$ cat config.mk
export PLATFORM = sky130hd
export DESIGN_NAME = uart_verici_hakem_flat
export DESIGN_NICKNAME = d
export VERILOG_FILES = /design/src/rtl/uart_verici_hakem_if.sv /design/src/rtl/uart_verici_hakem.sv /design/src/flat_wrapper.sv
export SDC_FILE = /design/constraint.sdc
export NUM_CORES = 1
export LEC_CHECK = 0
export ABC_AREA = 1
export CORE_MARGIN = 8
export CORE_UTILIZATION = 37
export DETAILED_ROUTE_END_ITERATION = 6
export HOLD_SLACK_MARGIN = 0.03
export PLACE_DENSITY = 0.77
export REMOVE_ABC_BUFFERS = 1
export SLEW_MARGIN = 5
export SYNTH_ARGS = -nofsm -noshare
export SYNTH_HDL_FRONTEND = slang
export SYNTH_SLANG_ARGS = --single-unit
$ cat constraint.sdc
create_clock -name clk_i -period 1.8 [get_ports clk_i]
set_input_delay 0.36 -clock clk_i [delete_from_list [all_inputs] [get_ports clk_i]]
set_output_delay 0.36 -clock clk_i [all_outputs]
set_load 0.005 [all_outputs]
$ cat src/rtl/uart_verici_hakem_if.sv
// Bundle between the uart_verici_hakem arbiter, its byte sources and the transmitter.
// The arbiter side uses the master modport; the environment side uses slave.
interface uart_verici_hakem_if #(
    parameter int N_REQ = 4
);
    logic [N_REQ-1:0]   req_gecerli_i;
    logic [8*N_REQ-1:0] req_veri_i;
    logic [N_REQ-1:0]   req_son_i;
    logic [N_REQ-1:0]   req_consume_o;
    logic               tx_gecerli_o;
    logic [7:0]         tx_veri_o;
    logic               tx_consume_i;
    logic               mesgul_o;
    logic [2:0]         aktif_istekci_o;
    logic               zaman_asimi_o;

    modport master (
        input  req_gecerli_i, req_veri_i, req_son_i, tx_consume_i,
        output req_consume_o, tx_gecerli_o, tx_veri_o, mesgul_o, aktif_istekci_o, zaman_asimi_o
    );

    modport slave (
        output req_gecerli_i, req_veri_i, req_son_i, tx_consume_i,
        input  req_consume_o, tx_gecerli_o, tx_veri_o, mesgul_o, aktif_istekci_o, zaman_asimi_o
    );
endinterface

$ cat src/rtl/uart_verici_hakem.sv
// Round-robin, message-locked arbiter feeding one uart_verici through a one-byte holding register.
// Optional idle-timeout release of a locked grant: define UART_HAKEM_ZAMAN_ASIMI_EN.
module uart_verici_hakem #(
    parameter int N_REQ       = 4,
    parameter int TIMEOUT_CYC = 1024
) (
    input  logic                clk_i,
    input  logic                rstn_i,
    uart_verici_hakem_if.master bus
);
    typedef enum logic {BOSTA, KILITLI} durum_t;

    durum_t      durum_r;
    logic [2:0]  sec_r;
    logic [2:0]  son_kazanan_r;
    logic [2:0]  aday;
    logic        bulundu;
    logic [3:0]  toplam;
    logic        dolu_r;
    logic [7:0]  veri_r;
    logic        yukle;
    logic        gecerli_sec;
    logic        son_sec;
    logic [7:0]  veri_sec;
    logic [7:0]  gecerli_pad;
    logic [7:0]  son_pad;
    logic [63:0] veri_pad;

`ifdef UART_HAKEM_ZAMAN_ASIMI_EN
    localparam logic [15:0] ESIK = 16'(TIMEOUT_CYC - 1);
    logic [15:0] sayac_r;
    logic        zaman_asimi_r;
`endif

    if (N_REQ < 2 || N_REQ > 8 || TIMEOUT_CYC < 2 || TIMEOUT_CYC > 65536) begin : g_param_hata
        $error("uart_verici_hakem: parameter out of range");
    end

    // Widen request vectors to 8 lanes so a 3-bit index selects without width games.
    assign gecerli_pad = 8'(bus.req_gecerli_i);
    assign son_pad     = 8'(bus.req_son_i);
    assign veri_pad    = 64'(bus.req_veri_i);

    assign gecerli_sec = gecerli_pad[sec_r];
    assign son_sec     = son_pad[sec_r];
    assign veri_sec    = veri_pad[{sec_r, 3'b000} +: 8];

    // First valid requester after the previous winner, wrapping modulo N_REQ.
    always_comb begin
        bulundu = 1'b0;
        aday    = 3'd0;
        toplam  = 4'd0;
        for (int k = 1; k <= N_REQ; k++) begin
            toplam = 4'(son_kazanan_r) + 4'(k);
            if (toplam >= 4'(N_REQ)) begin
                toplam = toplam - 4'(N_REQ);
            end
            if (!bulundu && gecerli_pad[toplam[2:0]]) begin
                bulundu = 1'b1;
                aday    = toplam[2:0];
            end
        end
    end

    assign yukle = (durum_r == KILITLI) && gecerli_sec && (!dolu_r || bus.tx_consume_i);

    assign bus.req_consume_o   = yukle ? (N_REQ'(1) << sec_r) : '0;
    assign bus.tx_gecerli_o    = dolu_r;
    assign bus.tx_veri_o       = veri_r;
    assign bus.mesgul_o        = (durum_r == KILITLI);
    assign bus.aktif_istekci_o = sec_r;
`ifdef UART_HAKEM_ZAMAN_ASIMI_EN
    assign bus.zaman_asimi_o   = zaman_asimi_r;
`else
    assign bus.zaman_asimi_o   = 1'b0;
`endif

    // A simultaneous drain and load simply reloads, so the transmitter never sees a bubble.
    always_ff @(posedge clk_i or negedge rstn_i) begin
        if (!rstn_i) begin
            durum_r       <= BOSTA;
            sec_r         <= 3'd0;
            son_kazanan_r <= 3'(N_REQ - 1);
            dolu_r        <= 1'b0;
            veri_r        <= 8'd0;
`ifdef UART_HAKEM_ZAMAN_ASIMI_EN
            sayac_r       <= 16'd0;
            zaman_asimi_r <= 1'b0;
`endif
        end else begin
`ifdef UART_HAKEM_ZAMAN_ASIMI_EN
            zaman_asimi_r <= 1'b0;
`endif
            if (yukle) begin
                dolu_r <= 1'b1;
                veri_r <= veri_sec;
            end else if (bus.tx_consume_i) begin
                dolu_r <= 1'b0;
            end

            case (durum_r)
                BOSTA: begin
                    if (bulundu) begin
                        sec_r   <= aday;
                        durum_r <= KILITLI;
`ifdef UART_HAKEM_ZAMAN_ASIMI_EN
                        sayac_r <= 16'd0;
`endif
                    end
                end
                KILITLI: begin
                    if (yukle) begin
`ifdef UART_HAKEM_ZAMAN_ASIMI_EN
                        sayac_r <= 16'd0;
`endif
                        if (son_sec) begin
                            durum_r       <= BOSTA;
                            son_kazanan_r <= sec_r;
                        end
                    end
`ifdef UART_HAKEM_ZAMAN_ASIMI_EN
                    // Only an absent source counts as idle; a source stalled by a full register does not.
                    else if (!gecerli_sec) begin
                        if (sayac_r == ESIK) begin
                            durum_r       <= BOSTA;
                            son_kazanan_r <= sec_r;
                            zaman_asimi_r <= 1'b1;
                        end else begin
                            sayac_r <= sayac_r + 16'd1;
                        end
                    end
`endif
                end
            endcase
        end
    end
endmodule

$ cat src/flat_wrapper.sv
// flat-port wrapper written by rule: the top's interface ports become plain ports
module uart_verici_hakem_flat 
#(
    parameter int N_REQ       = 4,
    parameter int TIMEOUT_CYC = 1024
)
  (clk_i, rstn_i, bus_req_gecerli_i, bus_req_veri_i, bus_req_son_i, bus_tx_consume_i, bus_req_consume_o, bus_tx_gecerli_o, bus_tx_veri_o, bus_mesgul_o, bus_aktif_istekci_o, bus_zaman_asimi_o);
  uart_verici_hakem_if #(.N_REQ(N_REQ)) bus_i ();
  input  logic clk_i;
  input  logic rstn_i;
  input wire logic [$bits(bus_i.req_gecerli_i)-1:0] bus_req_gecerli_i;
  input wire logic [$bits(bus_i.req_veri_i)-1:0] bus_req_veri_i;
  input wire logic [$bits(bus_i.req_son_i)-1:0] bus_req_son_i;
  input wire logic [$bits(bus_i.tx_consume_i)-1:0] bus_tx_consume_i;
  output wire logic [$bits(bus_i.req_consume_o)-1:0] bus_req_consume_o;
  output wire logic [$bits(bus_i.tx_gecerli_o)-1:0] bus_tx_gecerli_o;
  output wire logic [$bits(bus_i.tx_veri_o)-1:0] bus_tx_veri_o;
  output wire logic [$bits(bus_i.mesgul_o)-1:0] bus_mesgul_o;
  output wire logic [$bits(bus_i.aktif_istekci_o)-1:0] bus_aktif_istekci_o;
  output wire logic [$bits(bus_i.zaman_asimi_o)-1:0] bus_zaman_asimi_o;
  assign bus_i.req_gecerli_i = bus_req_gecerli_i;
  assign bus_i.req_veri_i = bus_req_veri_i;
  assign bus_i.req_son_i = bus_req_son_i;
  assign bus_i.tx_consume_i = bus_tx_consume_i;
  assign bus_req_consume_o = bus_i.req_consume_o;
  assign bus_tx_gecerli_o = bus_i.tx_gecerli_o;
  assign bus_tx_veri_o = bus_i.tx_veri_o;
  assign bus_mesgul_o = bus_i.mesgul_o;
  assign bus_aktif_istekci_o = bus_i.aktif_istekci_o;
  assign bus_zaman_asimi_o = bus_i.zaman_asimi_o;
  uart_verici_hakem #(.N_REQ(N_REQ), .TIMEOUT_CYC(TIMEOUT_CYC)) u_core (.clk_i(clk_i), .rstn_i(rstn_i), .bus(bus_i));
endmodule
==> flow_summary_export.csv <==
group,metric,value,unit
floorplan,io-pin-count,61,
synthesis,synth_common_cells,"80 x nand2_1, 14 x dfrtp_1, 12 x nand3_1, 10 x inv_1, 10 x nor2_1",
synthesis,synth_cell_types,27,
synthesis,ys_warn_count,0,
floorplan,core,3311,sq um
placed_design,port_buffers,59,
synthesis,netlist_instances,187,
layout,multi_input_area,840.8,sq um
synthesis,synth-main-ff-cell,"dfrtp_1",
synthesis,synth_top_area_cell,"dfrtp_1",
global_route,grt_remaining_overflow,0,
timing,clock_skew,0.003038,ns
detailed_routing,wl_met1,1938,um
global_route,grtUsageTotal,17.02,%
timing,rsz0062_at_grt,"true",
outcome,status,"complete, but fails checks",
detailed_routing,first_pass_iters,5,
synthesis,ys_seq_area_share,31.91,%
placed_design,place.gp.congestion,0.8000,
timing,fin_crit_sh,111.6,%
floorplan,num_rows,21,
worst_setup_path,arrival,1.65,ns
floorplan,chipWidth,74.41,um
layout,antenna-diode-count,0,
clock_network,clockBufferDepth,2,
detailed_routing,drt_iter0_markers,120,
pwr,power_density,1625,nW/um^2
clock_network,root_buffer,"clkbuf_4",
floorplan,dieArea,5537,sq um
min_path,hold_class,"input port to async pin",
worst_setup_path,worstPathMaxFanout,5,
floorplan,die_h,74.41,um
job,drv_cap,0,
synthesis,netlist_area,1262,sq um
layout,fillers,287,
worst_setup_path,startpoint,"u_core.bus.aktif_istekci_o[1]",
detailed_routing,vias_per_cell,4.869,
detailed_routing,postRouteAntennaNets,0,
worst_setup_path,reg2reg_depth,9,
global_route,grt_pass1_vias,1579,
global_route,grt_max_degree,17,
detailed_routing,wl_met2,2603,um
clock_network,cts_tree,"done",
placed_design,placed_area,2034,sq um
pwr,leakagePower,0.001101,uW
layout,seqCellArea,405.4,sq um
worst_setup_path,worstPathCellList,"nand2_2 -> o22ai_2 -> o21ai_2 -> nor2_4 -> nand2_4 -> buf_6 -> nor3_2 -> buf_2",
clock_network,clk-insertion-delay-late,0.29,ns
synthesis,synth-edff-count,0,
synthesis,synth_most_common_cell,"nand2_1",
timing,finalHoldViolCount,0,
detailed_routing,wl_met3,373,um
detailed_routing,post_drt_wl_per_cell,15.12,um
global_route,grt_first_pass_wirelength,7389,um
worst_setup_path,crit_required,1.44,ns
layout,design_area,2273,sq um
worst_setup_path,r2r_start,"u_core.son_kazanan_r[0]",
worst_setup_path,worst_r2r_endpoint,"u_core.bus.aktif_istekci_o[0]",
detailed_routing,via_count,1602,
layout,fin_nets,329,
clock_network,h-tree-depth,1,
detailed_routing,dr.max_layer_used,"met4",
synthesis,async_reset_ff_share,100.0,%
global_route,antenna_found_initial,0,
detailed_routing,drc,0,
worst_setup_path,critical_path_class,"flip-flop to output port",
placed_design,place_ws,-0.6221,ns
timing,drv_slew,0,
clock_network,cts_made_buffers,3,
pwr,ir_drop,0.0008618,V
synthesis,syn_avg_cell_area,6.751,sq um
clock_network,path_clk_slew,0.10,ns
clock_network,clkSinkCount,16,
worst_setup_path,slowest_delay,0.47,ns
timing,fmax,0.4979,GHz
worst_setup_path,end_kind,"output port",
layout,drive_above_1_share,36.75,%
layout,synthToLayoutAreaGrowth,80.08,%
outcome,violations,"negative setup slack",
detailed_routing,finalWirelength,4975,um
worst_setup_path,cp_top_family,"flip-flops",
placed_design,place_hpwl,3632,um
worst_setup_path,path_buf_inv,2,
floorplan,start_util,38.13,%
timing,fin_ws,-0.2084,ns
worst_setup_path,reg2reg_slack,-0.01,ns
synthesis,yosys-top-cells-area,"dfrtp_1 28%, nand2_1 24%, o21ai_2 6.2%, nand3_1 4.8%, nand2_2 4.5%",
synthesis,ys_seq_elements,16,
layout,final_core_util,68.67,%
worst_setup_path,cpMaxStageDelayCell,"dfrtp_2",
synthesis,synth_top_area_share,27.75,%
worst_setup_path,start_kind,"flip-flop",
timing,period_minus_slack,2.008,ns
timing,setup-violations-final,5,
[worst register-to-register path, cell delays in order (launching register included)]
cell and delay (ns):
dfstp_2 0.57, buf_4 0.16, ha_1 0.15, nand4_1 0.16
nand3_2 0.15, buf_4 0.13, nand3_1 0.11, o21ai_1 0.15
nand3_1 0.11, nand2_1 0.08
[worst max path at each step]
stage | to | slack [ns] | depth (start not counted)
2_1_floorplan | bus_req_consume_o[0] | -0.15 | 7
3_3_place_gp | bus_req_consume_o[0] | -0.58 | 8
3_5_place_dp | bus_req_consume_o[0] | -0.62 | 8
4_1_cts | bus_req_consume_o[0] | -0.24 | 9
5_1_grt | bus_req_consume_o[0] | -0.33 | 8
6_report | bus_req_consume_o[0] | -0.21 | 8
[area by class of cell]
cell class / count / share of cell area, %
Timing Repair Buffer: 96 / 37.81
Multi-Input combinational cell: 150 / 36.98
Sequential cell: 16 / 17.83
Inverter: 17 / 3.247
Tap cell: 46 / 2.532
Clock buffer: 4 / 1.596
[kinds of logic (layout without fill, tap and decap cells)]
group / count (synthesis) / in the layout / synth area share, %
AOI/OAI and AO/OA: 17 / 17 / 10.11
adders and majority gates: 2 / 2 / 1.982
other: 1 / 1 / 0.2970
and+or+nand+nor: 130 / 130 / 47.37
DFF: 16 / 16 / 31.91
buffers and inverters: 21 / 117 / 8.325
[routing by layer]
layer | GRT usage (%) | vias to the layer above
li1 | - | 791
met1 | 18.78 | 753
met2 | 30.98 | 52
met3 | 4.313 | 6
met4 | 5.000 | 0
met5 | 0 | -
[layout by cell type (no fill, tap or decap), types with 2 or more instances in the layout]
cell | Yosys | final
dfrtp_1 | 14 | 12
clkdlybuf4s50_1 | 0 | 52
nor2_2 | 3 | 5
nand3_1 | 12 | 9
dfstp_2 | 2 | 2
buf_4 | 1 | 35
nand2_4 | 0 | 2
buf_2 | 0 | 4
inv_4 | 0 | 2
o21ai_1 | 2 | 3
inv_2 | 6 | 7
inv_1 | 10 | 6
dfrtp_2 | 0 | 2
nand4_1 | 9 | 9
nand2_2 | 9 | 16
nor2_4 | 2 | 3
clkbuf_4 | 0 | 3
nor3_2 | 2 | 2
o21ai_2 | 9 | 9
nand2_1 | 80 | 71
nand3_2 | 2 | 4
nor2_1 | 10 | 7
dlymetal6s2s_1 | 0 | 2
buf_6 | 3 | 2
[repair_timing]
| item | CTS | global route |
|---|---|---|
| pin swaps | 7 | 10 |
| gates resized for setup | 29 | 25 |
| buffers inserted | 11 | 5 |
| endpoints found under the setup margin | 8 | 20 |
| hold buffers | 0 | 0 |
[where the power goes]
group	switching [uW]	internal, uW
logic	1440	1350
registers	136	527
clock network	122	123
total	1690	2000
[metrics by stage]
step                TNS, ns  std cells  hold WS (ns)  power [uW]
finish              -0.7664        329        0.3869        3695
global route         -1.410        329        0.3948        3996
CTS                 -0.8590        325        0.3877        3426
detailed placement   -3.172        310        0.4714        2898
global placement     -2.631        310        0.4687        2838
floorplan           -0.5509        183       0.06441        1882
[sequential cells by signal, summed over array words and instances (netlist names)]
signal and count:
u_core.bus.aktif_istekci_o 3, u_core.bus.mesgul_o 1, u_core.bus.tx_veri_o 8, u_core.son_kazanan_r 3, u_core.bus.tx_gecerli_o 1
Note: power is estimated with default switching activity, not from simulation.
